`src/rtl/popcount_seq_ctrl_pkg.sv`:
```
// Shared types and defaults for the popcount sequencer: FSM state encoding and default slice width.
package popcount_seq_ctrl_pkg;

    typedef enum logic [1:0] {
        ST_IDLE = 2'd0,
        ST_RUN  = 2'd1,
        ST_DONE = 2'd2
    } state_t;

    localparam int SLICE_W_DEF = 8;

    function automatic int idx_width(input int n_slc);
        return (n_slc > 1) ? $clog2(n_slc) : 1;
    endfunction

endpackage

```
`src/rtl/popcount_seq_ctrl_slice_popcount.sv`:
```
// Combinational popcount of one SLICE_W-bit slice; zero latency, no flow control.
module slice_popcount
    import popcount_seq_ctrl_pkg::*;
#(
    parameter int SLICE_W = SLICE_W_DEF,
    parameter int PC_W    = $clog2(SLICE_W + 1)
) (
    input  logic [SLICE_W-1:0] slice,
    output logic [PC_W-1:0]    count
);

    always_comb begin
        count = '0;
        for (int i = 0; i < SLICE_W; i++) begin
            count = count + PC_W'(slice[i]);
        end
    end

endmodule

```
`src/rtl/popcount_seq_ctrl.sv`:
```
// Multi-cycle popcount: one shared slice counter walks the word, result after WORD_W/SLICE_W edges.
// Single word in flight; in_ready only in IDLE, result held in registers until out_ready.
module popcount_seq_ctrl
    import popcount_seq_ctrl_pkg::*;
#(
    parameter int WORD_W  = 32,
    parameter int SLICE_W = SLICE_W_DEF,
    parameter int CNT_W   = $clog2(WORD_W + 1)
) (
    input  logic              clk,
    input  logic              rst_n,
    input  logic              abort,
    input  logic              in_valid,
    output logic              in_ready,
    input  logic [WORD_W-1:0] in_data,
    output logic              out_valid,
    input  logic              out_ready,
    output logic [CNT_W-1:0]  out_count,
    output logic              out_zero,
    output logic              out_all_ones,
    output logic              busy
);

    localparam int N_SLC = WORD_W / SLICE_W;
    localparam int IDX_W = idx_width(N_SLC);
    localparam int PC_W  = $clog2(SLICE_W + 1);

    if (WORD_W % SLICE_W != 0) begin : g_bad_width
        $error("popcount_seq_ctrl: WORD_W must be a multiple of SLICE_W");
    end

    state_t                           state;
    logic [N_SLC-1:0][SLICE_W-1:0]    word_q;
    logic [IDX_W-1:0]                 idx_q;
    logic [CNT_W-1:0]                 acc_q;
    logic [PC_W-1:0]                  slice_cnt;
    logic [CNT_W-1:0]                 acc_next;

    slice_popcount #(
        .SLICE_W (SLICE_W),
        .PC_W    (PC_W)
    ) u_slice (
        .slice (word_q[idx_q]),
        .count (slice_cnt)
    );

    assign acc_next = acc_q + CNT_W'(slice_cnt);

    always_ff @(posedge clk or negedge rst_n) begin
        if (!rst_n) begin
            state        <= ST_IDLE;
            word_q       <= '0;
            idx_q        <= '0;
            acc_q        <= '0;
            in_ready     <= 1'b1;
            out_valid    <= 1'b0;
            out_count    <= '0;
            out_zero     <= 1'b0;
            out_all_ones <= 1'b0;
            busy         <= 1'b0;
        end else if (abort) begin
            // Abort outranks any handshake, including an accept in IDLE.
            state        <= ST_IDLE;
            idx_q        <= '0;
            acc_q        <= '0;
            in_ready     <= 1'b1;
            out_valid    <= 1'b0;
            out_zero     <= 1'b0;
            out_all_ones <= 1'b0;
            busy         <= 1'b0;
        end else begin
            case (state)
                ST_IDLE: begin
                    if (in_valid) begin
                        word_q   <= in_data;
                        acc_q    <= '0;
                        idx_q    <= '0;
                        state    <= ST_RUN;
                        in_ready <= 1'b0;
                        busy     <= 1'b1;
                    end
                end
                ST_RUN: begin
                    acc_q <= acc_next;
                    idx_q <= idx_q + IDX_W'(1);
                    if (idx_q == IDX_W'(N_SLC - 1)) begin
                        state        <= ST_DONE;
                        out_valid    <= 1'b1;
                        out_count    <= acc_next;
                        out_zero     <= (acc_next == '0);
                        out_all_ones <= (acc_next == CNT_W'(WORD_W));
                    end
                end
                ST_DONE: begin
                    if (out_ready) begin
                        state        <= ST_IDLE;
                        out_valid    <= 1'b0;
                        out_zero     <= 1'b0;
                        out_all_ones <= 1'b0;
                        in_ready     <= 1'b1;
                        busy         <= 1'b0;
                    end
                end
                default: begin
                    state     <= ST_IDLE;
                    in_ready  <= 1'b1;
                    out_valid <= 1'b0;
                    busy      <= 1'b0;
                end
            endcase
        end
    end

endmodule

```
`config.mk`:
```
export PLATFORM = sky130hd
export DESIGN_NAME = popcount_seq_ctrl
export DESIGN_NICKNAME = d
export VERILOG_FILES = /design/src/rtl/popcount_seq_ctrl_pkg.sv /design/src/rtl/popcount_seq_ctrl_slice_popcount.sv /design/src/rtl/popcount_seq_ctrl.sv
export SDC_FILE = /design/constraint.sdc
export NUM_CORES = 1
export LEC_CHECK = 0
export ABC_AREA = 0
export ABC_CLOCK_PERIOD_IN_PS = 12900
export BUFFER_PORTS_ARGS = -buffer_cell sky130_fd_sc_hd__buf_2
export CAP_MARGIN = 20
export CORE_ASPECT_RATIO = 1.25
export CORE_MARGIN = 10
export CORE_UTILIZATION = 45
export CTS_BUF_LIST = sky130_fd_sc_hd__clkbuf_8 sky130_fd_sc_hd__clkbuf_16
export DETAILED_ROUTE_END_ITERATION = 8
export PLACE_DENSITY = 0.67
export RECOVER_POWER = 25
export SLEW_MARGIN = 5
export SYNTH_ARGS = -nofsm -noshare
export SYNTH_HDL_FRONTEND = slang
export SYNTH_SLANG_ARGS = --single-unit
```
`constraint.sdc`:
```
create_clock -name clk -period 12.9 [get_ports clk]
set_clock_uncertainty 0.1 [all_clocks]
set_input_delay 1.29 -clock clk [delete_from_list [all_inputs] [get_ports clk]]
set_output_delay 1.29 -clock clk [all_outputs]
set_load 0.02 [all_outputs]
```
==> results.toml, run 1 <==
[cts]
htree_levels = 2
clk_path_buf_depth = 2
cts_root_buf = "clkbuf_8"
cts_sinks = 53
hold_buffers = 0
clk_latency_ns = 0.31
cts_setup_buffers = 0
cts_made_buffers = 5
cts_resized = 0
clk_pin_slew_worst_paths_ns = 0.10
cts_tree = "done"

[global_routing]
grt_max_degree = 54
use_met1_pct = 14.4
overflow = 0
antenna_found_initial = 0
grt_pass1_wl_um = 8790
grt_busiest_layer = "met2"
met2_usage_pct = 19.2
grt_use_total_pct = 11.6
grt_pass1_vias = 1872
grtUsageMet3_pct = 3.44

[routing]
drc = 0
ant_nets = 0
viasPerCell = 5.34
vias = 1666
routedWlPerCell_um = 16.1
wirelength_um = 5020
drt_iter0_drc = 53
first_pass_iters = 4

[synth]
ys_seq_elements = 53
syn-num-nets = 249
synth_area_mm2 = 0.00268
avgSynthCellArea_um2 = 13.5
ys_seq_area_share_pct = 49.5
yosysWarnings = 0
synthCells = 199
synth_cell_type_count = 37

[sta]
fin_crit_ns = 5.29
slew_headroom_pct = -84.8
tightestPinTransition_ns = 2.77
period_share_pct = 41.0
max_freq_mhz = 189
rsz0062_at_grt = "no"
setup_viol = 0
finalSetupTns_ns = 0
drv_slew = 54
hold_violations = 0

[floorplanning]
die_w_um = 89.0
dieArea_mm2 = 0.00946
row_count = 31
die_h_um = 106
start_util_pct = 46.4
coreArea_mm2 = 0.00578
ioPinCount = 48

[pwr]
fin_total_pwr_mw = 0.534
power_density_mw_per_mm2 = 176
vdd_ir_drop_max_mv = 0.0990
p_leak_nw = 1.43

[place]
io_buffers = 47
dp.cells = 304
dp_hpwl_um = 3780
gp_congestion = 0.748

[setup_path]
path_class = "flip-flop to flip-flop"
crit_path_end_kind = "flip-flop"
crit_arrival_ns = 5.44
r2r_start = "idx_q[0]"
r2r_cells = 12
rrSetupSlack_ns = 7.61
timing.rr.end = "out_zero"
cp-start-kind = "flip-flop"
cp.required_ns = 13.05
worst-path-max-fanout = 10

[worst_hold_path]
whs_path_depth = 2
min-delay-start = "out_count[5]"
holdPathEnd = "out_count[5]"
hold_path.class = "flip-flop to flip-flop"

[run_status]
violations = "capacitance limit, slew limit"
outcome = "complete, but fails checks"

[finish]
fin_nets = 295
finish.utilization_pct = 52.6
area_growth_pct = 13.5
diodes = 0
fin_cells = 312
drive_gt1_share_pct = 42.3
fillers = 510

[run]
cap_viol_max_count = 1
==> metal layers <==
layer | share of wire [%] | wire length (um) | vias up
met3 | 5.9 | 296 | 3
met5 | 0 | 0 | -
met1 | 44 | 2190 | 829
li1 | - | - | 793
met2 | 50 | 2510 | 41
met4 | 0.44 | 22 | 0
==> cells in the mapped netlist (all sizes together) <==
cell type / instances / area (um^2)
nor4: 1 / 6.26
mux4: 8 / 180
buf: 7 / 65.1
o21bai: 3 / 22.5
or3: 1 / 6.26
a21oi: 8 / 40.0
inv: 16 / 60.1
clkbuf: 3 / 12.5
o21ai: 2 / 10.0
mux2i: 1 / 10.0
a221oi: 1 / 15.0
xnor2: 3 / 26.3
a22oi: 8 / 60.1
nor2: 16 / 60.1
nand2: 2 / 7.51
mux2: 36 / 405
nor3: 2 / 21.3
a211oi: 1 / 7.51
dfstp: 1 / 26.3
a32o: 2 / 20.0
nor2b: 3 / 33.8
nand2b: 3 / 26.3
xor2: 2 / 17.5
o21a: 1 / 7.51
o22ai: 1 / 6.26
ha: 8 / 100
nand3b: 1 / 20.0
dfrtp: 52 / 1300
nand3: 1 / 5.00
fa: 5 / 100
==> layout by cell type, fill, tap and decap left out, types with 5 or more instances in the layout <==
master	Yosys	final
mux4_2	8	8
mux2_2	35	35
a22oi_1	8	8
a21oi_1	8	8
nor2_1	16	16
ha_1	8	8
fa_1	5	5
clkbuf_8	0	5
buf_2	1	46
dfrtp_1	52	52
inv_1	16	17
==> registers in the layout, summed over array words and instances, names as in the netlist, 2 cells and up <==
name,cells
out_count,6
acc_q,6
state,2
idx_q,2
word_q,32
==> critical path, cell delays in order, from the launching register on <==
cell,delay [ns]
dfrtp_1,0.72
mux4_2,0.58
ha_1,0.33
fa_1,0.54
inv_1,0.06
fa_1,0.50
fa_1,0.48
fa_1,0.50
fa_1,0.54
inv_1,0.05
or3_1,0.36
nor4_1,0.27
a32o_1,0.21
==> final cells by class <==
| cell class | instances | area [um^2] | share of cell area (%) |
|---|---|---|---|
| Multi-Input combinational cell | 120 | 1210 | 39.9 |
| Sequential cell | 53 | 1330 | 43.6 |
| Inverter | 16 | 60.1 | 1.97 |
| Timing Repair Buffer | 49 | 245 | 8.06 |
| Clock inverter | 3 | 42.5 | 1.40 |
| Tap cell | 66 | 82.6 | 2.71 |
| Clock buffer | 5 | 68.8 | 2.26 |
==> cells by family (layout without fill, tap and decap cells) <==
family | after synthesis | after routing | synth area share (%)
multiplexers | 45 | 45 | 22.2
flip-flops | 53 | 53 | 49.5
adder cells (fa/ha/maj) | 13 | 13 | 7.47
buffers and inverters | 26 | 73 | 5.13
AO/OA/AOI/OAI | 27 | 27 | 7.05
XOR/XNOR | 5 | 5 | 1.63
AND/OR/NAND/NOR | 30 | 30 | 6.96
==> power by group <==
group,internal (mW),switching [mW],total [mW]
Combinational,0.102,0.111,0.213
Sequential,0.193,0.0164,0.210
Clock,0.0575,0.0536,0.111
Total,0.353,0.181,0.534
==> through the flow <==
step / cell area, um^2 / hold WS (ns) / setup slack (ns)
floorplan: 2680 / 0.353 / 7.94
global placement: 2940 / 0.358 / 7.69
detailed placement: 2940 / 0.365 / 7.58
CTS: 3050 / 0.390 / 7.54
global route: 3040 / 0.407 / 7.33
finish: 3040 / 0.382 / 7.61
==> worst max-delay path by stage <==
stage / from / depth (start not counted) / end
after floorplan: idx_q[0] / 13 / out_all_ones
after CTS: idx_q[0] / 12 / out_zero
after global routing: idx_q[0] / 12 / out_all_ones
final: idx_q[0] / 12 / out_zero
after detailed placement: idx_q[0] / 12 / out_zero
after global placement: idx_q[0] / 12 / out_zero
Note: power is estimated with default switching activity, not from simulation.
==> run 2: changes to the inputs <==
- ABC_AREA: 0 -> 1
- ABC_CLOCK_PERIOD_IN_PS: 12900 -> 5000
- PLACE_DENSITY: 0.67 -> 0.66
- clock period: 12.9 -> 5 ns (I/O delays scaled with it)
==> results.toml, run 2 <==
[run_status]
outcome = "complete, but fails checks"
violations = "capacitance limit, slew limit"

[setup_path]
cp_top_family = "adder cells"
cp-start-kind = "flip-flop"
r2r_start = "idx_q[1]"
path_class = "flip-flop to flip-flop"
cp.required_ns = 5.07
worst-path-max-fanout = 13
r2r_cells = 19
crit_arrival_ns = 4.69
path_cells = "inv_1 -> o21ai_0 -> o22ai_1 -> ha_1 -> fa_1 -> inv_1 -> fa_1 -> fa_1 -> fa_1 -> xnor2_1 -> ha_1 -> nand2_1 -> nand2_1 -> nand2_1 -> nand3_1 -> nand2_1 -> nand2_1 -> nand2_1 -> o21ai_0"
cp.buffers_inverters = 2
slowest_delay_ns = 0.55
crit_path_end_kind = "flip-flop"
path_depth = 19
crit_start = "idx_q[1]"
cp_common_cell = "nand2_1"
crit_slowest_cell = "fa_1"

[pwr]
fin_total_pwr_mw = 1.54
p_leak_nw = 1.69
vdd_ir_drop_max_mv = 0.258
power_density_mw_per_mm2 = 480

[sta]
max_freq_mhz = 217
setup_viol = 0
rsz0062_at_grt = "no"
tightestPinTransition_ns = 2.77
fin_crit_ns = 4.62
layout_setup_ws_ns = 0.384
drv_slew = 54
period_share_pct = 92.3
hold_violations = 0
fin_hold_ws_ns = 0.317
slew_headroom_pct = -84.5
finalSetupTns_ns = 0

[synth]
ys_top_cells_by_area = "dfrtp_1 46%, mux2_4 15%, nand2_1 7.3%"
ys_seq_area_share_pct = 47.1
async_reset_ff_share_pct = 100
ys_seq_elements = 53
yosysTopAreaCell = "dfrtp_1"
yosysWarnings = 0
synth-main-ff-cell = "dfrtp_1"
synth_area_mm2 = 0.00282
synth-edff-count = 0
syn-num-nets = 313
synth_top_area_share_pct = 46.1
synth.most_common_cell = "nand2_1"
synth_common_cells = "55 x nand2_1, 52 x dfrtp_1, 28 x mux2_4, 22 x inv_1, 18 x o21ai_0"
avgSynthCellArea_um2 = 10.7
synthCells = 263
synth_cell_type_count = 30

[finish]
stdcell_area_mm2 = 0.00321
layout_commonest_cell = "nand2_1"
diodes = 0
fin_cells = 398
reg_top3 = "word_q: 32 flops, acc_q: 6 flops, out_count: 6 flops"
fin_nets = 362
area_growth_pct = 13.9
largest_register = "word_q"
largest_reg_flops = 32
drive_gt1_share_pct = 31.0
finish.utilization_pct = 52.5
layout_common_cells = "55 x nand2_1, 52 x dfrtp_1, 47 x buf_2"

[worst_hold_path]
min-delay-start = "in_data[1]"
whs_path_depth = 2
hold_path.class = "primary input to flip-flop"

[place]
dp_hpwl_um = 4370
dp.cells = 390
pre_cts_slack_ns = 0.396
gp_congestion = 0.843
dpl_cell_area_mm2 = 0.00310
io_buffers = 47

[cts]
clk_latency_ns = 0.31
hold_buffers = 0
htree_levels = 2
cts_resized = 0
clk_path_buf_depth = 2
clk_pin_slew_worst_paths_ns = 0.09
cts_tree = "done"
cts_root_buf = "clkbuf_8"
cts_setup_buffers = 0
cts_sinks = 53
cts_made_buffers = 5

[floorplanning]
start_util_pct = 46.0
row_count = 32
dieArea_mm2 = 0.00985
coreArea_mm2 = 0.00613
ioPinCount = 48
die_w_um = 90.8
die_h_um = 109

[global_routing]
overflow = 0
grt_use_total_pct = 12.0
grt_pass1_vias = 2080
grt_max_degree = 54
antenna_found_initial = 0
grt_pass1_wl_um = 9610

[routing]
drt_iter0_drc = 90
wirelength_um = 5760
ant_nets = 0
first_pass_iters = 4
drc = 0
viasPerCell = 4.93
vias = 1962
routedWlPerCell_um = 14.5

[run]
cap_viol_max_count = 1
==> run 2: changes by cell type after synthesis, sizes merged, moves of 3 or more <==
cell,before,now
a22oi,8,0
inv,16,26
mux2,36,32
mux4,8,0
nand2,2,58
nand2b,3,0
nand3,1,12
nand4,0,3
nor2b,3,0
o21ai,2,20
o21bai,3,0
o22ai,1,9
==> run 2: where the power goes <==
part / switching, mW / total [mW] / internal [mW]
Sequential: 0.0498 / 0.558 / 0.508
Combinational: 0.376 / 0.686 / 0.309
Clock: 0.137 / 0.299 / 0.161
==> run 2: cells by family (layout without fill, tap and decap cells) <==
group           Yosys count  in the layout  share of synthesized area, %
compound gates           39             39                          8.03
xor+xnor                  2              2                         0.621
fa+ha+maj                13             13                          7.10
buf+inv                  35             85                          6.65
flops                    53             53                          47.1
mux                      32             32                          16.5
simple gates             89             89                          14.0
==> run 2: final timing paths <==
kind | endpoint | slack (ns)
min in group asynchronous | out_count[4] | 1.07
worst max register to register | acc_q[5] | 0.38
worst max-delay path | acc_q[5] | 0.38
worst min-delay path | word_q[1] | 0.32
worst min register to register | busy | 0.38
max in group asynchronous | word_q[12] | 2.18
==> run 2: worst reg2reg max path, stage by stage, from the launching register on <==
cell	delay, ns
dfrtp_1	0.43
inv_1	0.27
o21ai_0	0.15
o22ai_1	0.14
ha_1	0.28
fa_1	0.55
inv_1	0.06
fa_1	0.51
fa_1	0.48
fa_1	0.39
xnor2_1	0.14
ha_1	0.35
nand2_1	0.14
nand2_1	0.07
nand2_1	0.09
nand3_1	0.11
nand2_1	0.07
nand2_1	0.06
nand2_1	0.06
o21ai_0	0.07
==> run 2: cell type report <==
class	instances	area (um^2)
Tap cell	85	106
Timing Repair Buffer	50	254
Fill cell	562	2910
Inverter	27	104
Clock inverter	2	33.8
Sequential cell	53	1330
Multi-Input combinational cell	175	1310
Clock buffer	6	82.6
==> run 2: metal layers <==
layer	part of all wire [%]	up-vias	wire length [um]	global-route usage, %
li1	-	976	-	-
met1	44	923	2500	13.9
met2	49	54	2840	20.2
met3	6.0	9	343	4.16
met4	1.1	0	65	4.48
met5	0	-	0	0
